===== src/rtl/peripheral_bus_master.sv =====
// Initiator end of the internal peripheral bus: turns single Wishbone classic cycles
// into one-cycle write strobes or timed read strobes, returning ack or timeout error.
module peripheral_bus_master #(
   parameter int unsigned ADDRESS_WIDTH = 24,
   parameter int unsigned TIMEOUT       = 8,
   parameter logic [31:0] TIMEOUT_DATA  = 32'hDEADBEEF
) (
   input  logic                     clk,
   input  logic                     rst_n,
   input  logic                     wb_cyc_i,
   input  logic                     wb_stb_i,
   input  logic                     wb_we_i,
   input  logic [3:0]               wb_sel_i,
   input  logic [ADDRESS_WIDTH-1:0] wb_adr_i,
   input  logic [31:0]              wb_data_i,
   output logic                     wb_ack_o,
   output logic                     wb_error_o,
   output logic [31:0]              wb_data_o,
   output logic                     peripheralBus_we,
   output logic                     peripheralBus_oe,
   output logic [ADDRESS_WIDTH-1:0] peripheralBus_address,
   output logic [3:0]               peripheralBus_byteSelect,
   output logic [31:0]              peripheralBus_dataWrite,
   input  logic [31:0]              peripheralBus_dataRead,
   input  logic                     requestOutput
);

   localparam int unsigned CountWidth = $clog2(TIMEOUT);
   localparam logic [CountWidth-1:0] LastCount = CountWidth'(TIMEOUT - 1);

   typedef enum logic [2:0] {
      stIdle,
      stWrite,
      stRead,
      stAck,
      stError
   } busState_e;

   busState_e               state;
   busState_e               nextState;
   logic [CountWidth-1:0]   timeoutCount;
   logic [CountWidth-1:0]   countNxt;
   logic                    weNxt;
   logic                    oeNxt;
   logic                    ackNxt;
   logic                    errorNxt;
   logic [ADDRESS_WIDTH-1:0] addressNxt;
   logic [3:0]              byteSelectNxt;
   logic [31:0]             dataWriteNxt;
   logic [31:0]             dataReadNxt;

   // State, counter and every output are registered together
   always_ff @(posedge clk or negedge rst_n) begin
      if (!rst_n) begin
         state                    <= stIdle;
         timeoutCount             <= '0;
         wb_ack_o                 <= 1'b0;
         wb_error_o               <= 1'b0;
         wb_data_o                <= '0;
         peripheralBus_we         <= 1'b0;
         peripheralBus_oe         <= 1'b0;
         peripheralBus_address    <= '0;
         peripheralBus_byteSelect <= '0;
         peripheralBus_dataWrite  <= '0;
      end else begin
         state                    <= nextState;
         timeoutCount             <= countNxt;
         wb_ack_o                 <= ackNxt;
         wb_error_o               <= errorNxt;
         wb_data_o                <= dataReadNxt;
         peripheralBus_we         <= weNxt;
         peripheralBus_oe         <= oeNxt;
         peripheralBus_address    <= addressNxt;
         peripheralBus_byteSelect <= byteSelectNxt;
         peripheralBus_dataWrite  <= dataWriteNxt;
      end
   end

   // Dropping wb_cyc_i aborts any active state; a responder answer beats the timeout
   always_comb begin
      nextState = state;
      case (state)
         stIdle: begin
            if (wb_cyc_i && wb_stb_i) begin
               nextState = wb_we_i ? stWrite : stRead;
            end
         end
         stWrite: nextState = wb_cyc_i ? stAck : stIdle;
         stRead: begin
            if (!wb_cyc_i) begin
               nextState = stIdle;
            end else if (requestOutput) begin
               nextState = stAck;
            end else if (timeoutCount == LastCount) begin
               nextState = stError;
            end
         end
         stAck:   nextState = stIdle;
         stError: nextState = stIdle;
         default: nextState = stIdle;
      endcase
   end

   // Next output values follow the state being entered, so strobes appear with the state
   always_comb begin
      weNxt         = (nextState == stWrite);
      oeNxt         = (nextState == stRead);
      ackNxt        = (nextState == stAck);
      errorNxt      = (nextState == stError);
      addressNxt    = peripheralBus_address;
      byteSelectNxt = '0;
      dataWriteNxt  = '0;
      dataReadNxt   = wb_data_o;
      countNxt      = '0;

      if (state == stIdle && nextState != stIdle) begin
         addressNxt    = wb_adr_i;
         byteSelectNxt = wb_sel_i;
      end else if (state == stRead && nextState == stRead) begin
         byteSelectNxt = peripheralBus_byteSelect;
         countNxt      = timeoutCount + CountWidth'(1);
      end

      if (nextState == stWrite) begin
         dataWriteNxt = wb_data_i;
      end

      if (state == stRead && nextState == stAck) begin
         dataReadNxt = peripheralBus_dataRead;
      end else if (nextState == stError) begin
         dataReadNxt = TIMEOUT_DATA;
      end
   end

endmodule


===== config.mk =====
export PLATFORM = sky130hd
export DESIGN_NAME = peripheral_bus_master
export DESIGN_NICKNAME = d
export VERILOG_FILES = /design/src/rtl/peripheral_bus_master.sv
export SDC_FILE = /design/constraint.sdc
export NUM_CORES = 1
export LEC_CHECK = 0
export ABC_AREA = 1
export ABC_CLOCK_PERIOD_IN_PS = 1900
export CORE_AREA = 3 3 130 94
export DETAILED_ROUTE_END_ITERATION = 16
export DIE_AREA = 0 0 133 97
export PLACE_DENSITY_LB_ADDON = 0.1
export SLEW_MARGIN = 30
export SYNTH_ARGS = -nofsm -noshare
export SYNTH_HDL_FRONTEND = slang
export SYNTH_SLANG_ARGS = --single-unit

===== constraint.sdc =====
create_clock -name clk -period 1.9 [get_ports clk]
set_clock_uncertainty 0.1 [all_clocks]
set_input_delay 0.57 -clock clk [delete_from_list [all_inputs] [get_ports clk]]
set_output_delay 0.57 -clock clk [all_outputs]
set_load 0.05 [all_outputs]

==> metrics.cfg <==
[yosys]
netlist_area_mm2=0.004071
synth.ff_latch_count=102
seq_area_frac_synth_pct=62.69
syn_nets=510
yosys_warnings=0
synth_flop_cell=dfrtp_1
netlist-cell-type-count=22
syn_inst=410
synth.avg_cell_area_um2=9.930
synth_edf_count=0
synth-async-reset-ratio_pct=100.0

[final_layout]
final_common_cell=nand2_1
layoutNonFillerInstCount=777
antennaDiodeCount=0
fill_cells=875
layout_common_cells=nand2_1, dfrtp_1, clkdlybuf4s50_1
drive_above_1_share_pct=29.17
final_util_pct=65.36
area_growth_pct=76.77
final_nets=719
fin_area_mm2=0.007197

[place]
dp.cells=758
postPlaceCellArea_mm2=0.006818
place_congestion=0.7898
numPortBuffers=193
post-place-ws_ns=-0.3046
dp_hpwl_um=8178

[cts]
cts_tree=built
clockRootBuffer=clkbuf_16
clk_latency_ns=0.34
clk_pin_slew_ns=0.07
htree_levels=3
cts_made_buffers=9
cts_sinks=102
clockBufferDepth=2

[sta]
fmax_mhz=559.9
min_period_ns=1.786
setup_viol=0
whs_ns=0.1196
worstMarginPinSlew_ns=0.3308
hold_viol=0
slew_headroom_pct=77.95
rsz0062_at_grt=false
final_max_slew_viol_count=0
period_share_pct=93.99
fin_ws_ns=0.1141
tns_ns=0

[worst_setup_path]
critPathLaunch=timeoutCount[0]
endpoint_kind=register
critPathKind=reg -> reg
r2r-start=timeoutCount[0]
critPathLaunchType=register
cp_max_fo=8
arrival_ns=1.96
cp_data_required_time_ns=2.08

[detailed_routing]
routedWlPerCell_um=13.85
ant_nets=0
first_pass_iters=4
wirelength_um=10760
post-route-drc-count=0
num_vias=3272
via_per_inst=4.211
drt_iter0_drc=131

[grt]
grt_use_met2_pct=26.13
use_met1_pct=20.97
grt_max_degree=53
gr-total-overflow=0
grt_pass1_wl_um=17460
grtUsageMet3_pct=10.19
antenna_found_initial=0
grt_usage_pct=17.20
busiest_layer=met2
grt_pass1_vias=3344

[die]
fp.dieArea_mm2=0.01290
coreArea_mm2=0.01101
ioPinCount=194
start_util_pct=36.98
die_w_um=133
fp.dieH_um=97
rows=32

[power_and_ir_drop]
p_leak_nw=3.571
total_power_mw=12.75
powerDensity_mw_per_mm2=1771
max-vdd-ir-drop_mv=1.204

[min_path]
hp-class=in -> async

[flow_run]
max-cap-violations=0

[status]
run_status=completed

## routing by layer
metal | routed length (µm) | part of all wire [%]
met1 | 4241 | 39
met2 | 5032 | 47
met3 | 1390 | 13
met4 | 95 | 0.88
met5 | 0 | 0
## cells in the mapped netlist (2+ instances only)
cell type	count	share of area (%)
buf_12	3	1.5
buf_2	4	0.49
buf_4	2	0.37
buf_6	2	0.55
clkbuf_1	2	0.18
dfrtp_1	102	63
ha_1	2	0.61
inv_1	44	4.1
nand2_1	114	11
nand3_1	4	0.49
nand4_1	4	0.61
nor2_1	75	6.9
nor2_2	21	3.2
nor2_4	23	6.4
## cell families after synthesis
kind of cell	share of synthesized area, %
AOI/OAI and AO/OA	0.3684
DFF	62.69
adders and majority gates	0.6145
and+or+nand+nor	28.83
buffers and inverters	7.499
## final cells by class
type | instances | area (µm²) | area share [%]
timing repair buffer | 211 | 2720 | 37.80
sequential | 102 | 2552 | 35.47
multi-input combinational | 249 | 1235 | 17.16
clock buffer | 10 | 229.0 | 3.182
tap | 153 | 191.4 | 2.660
inverter | 46 | 182.7 | 2.538
clock inverter | 6 | 86.33 | 1.200
## critical path, stage by stage (launching register included)
cell	delay, ns
dfrtp_1	0.38
ha_2	0.20
ha_4	0.17
nor2_1	0.08
nor2_1	0.07
nor2_4	0.24
nor2_4	0.07
inv_4	0.11
clkbuf_16	0.17
nor2_1	0.05
nor2_1	0.07
## what timing repair did
action	4_1_cts	5_1_grt
setup buffers	0	2
endpoints found under the setup margin	0	36
resized for setup	0	6
hold endpoints to repair	0	0
hold buffers	0	0
## where the power goes
part | switching (mW) | internal, mW | total (mW) | leakage (nW)
Combinational | 3.96 | 3.15 | 7.11 | 2.13
Clock | 0.788 | 1.15 | 1.94 | 0.152
Sequential | 0.756 | 2.94 | 3.70 | 1.29
Total | 5.50 | 7.24 | 12.7 | 3.57
## registers in the layout, summed over array words and instances, names as in the netlist, 3 cells and up
signal,cells
state,3
peripheralBus_dataWrite,32
timeoutCount,3
wb_data_o,32
peripheralBus_byteSelect,4
peripheralBus_address,24
## path summary, 6_finish.rpt
check                                    to  slack, ns  cells past startpoint
hold reg to reg             timeoutCount[0]       0.43                      2
setup reg to reg              wb_data_o[27]       0.11                     10
hold / removal                     state[2]       0.12                      2
max in group asynchronous  peripheralBus_we       1.31                      2
setup / recovery              wb_data_o[27]       0.11                     10
min in group clk            timeoutCount[0]       0.43                      2
Power figures use the tool's default switching activity.
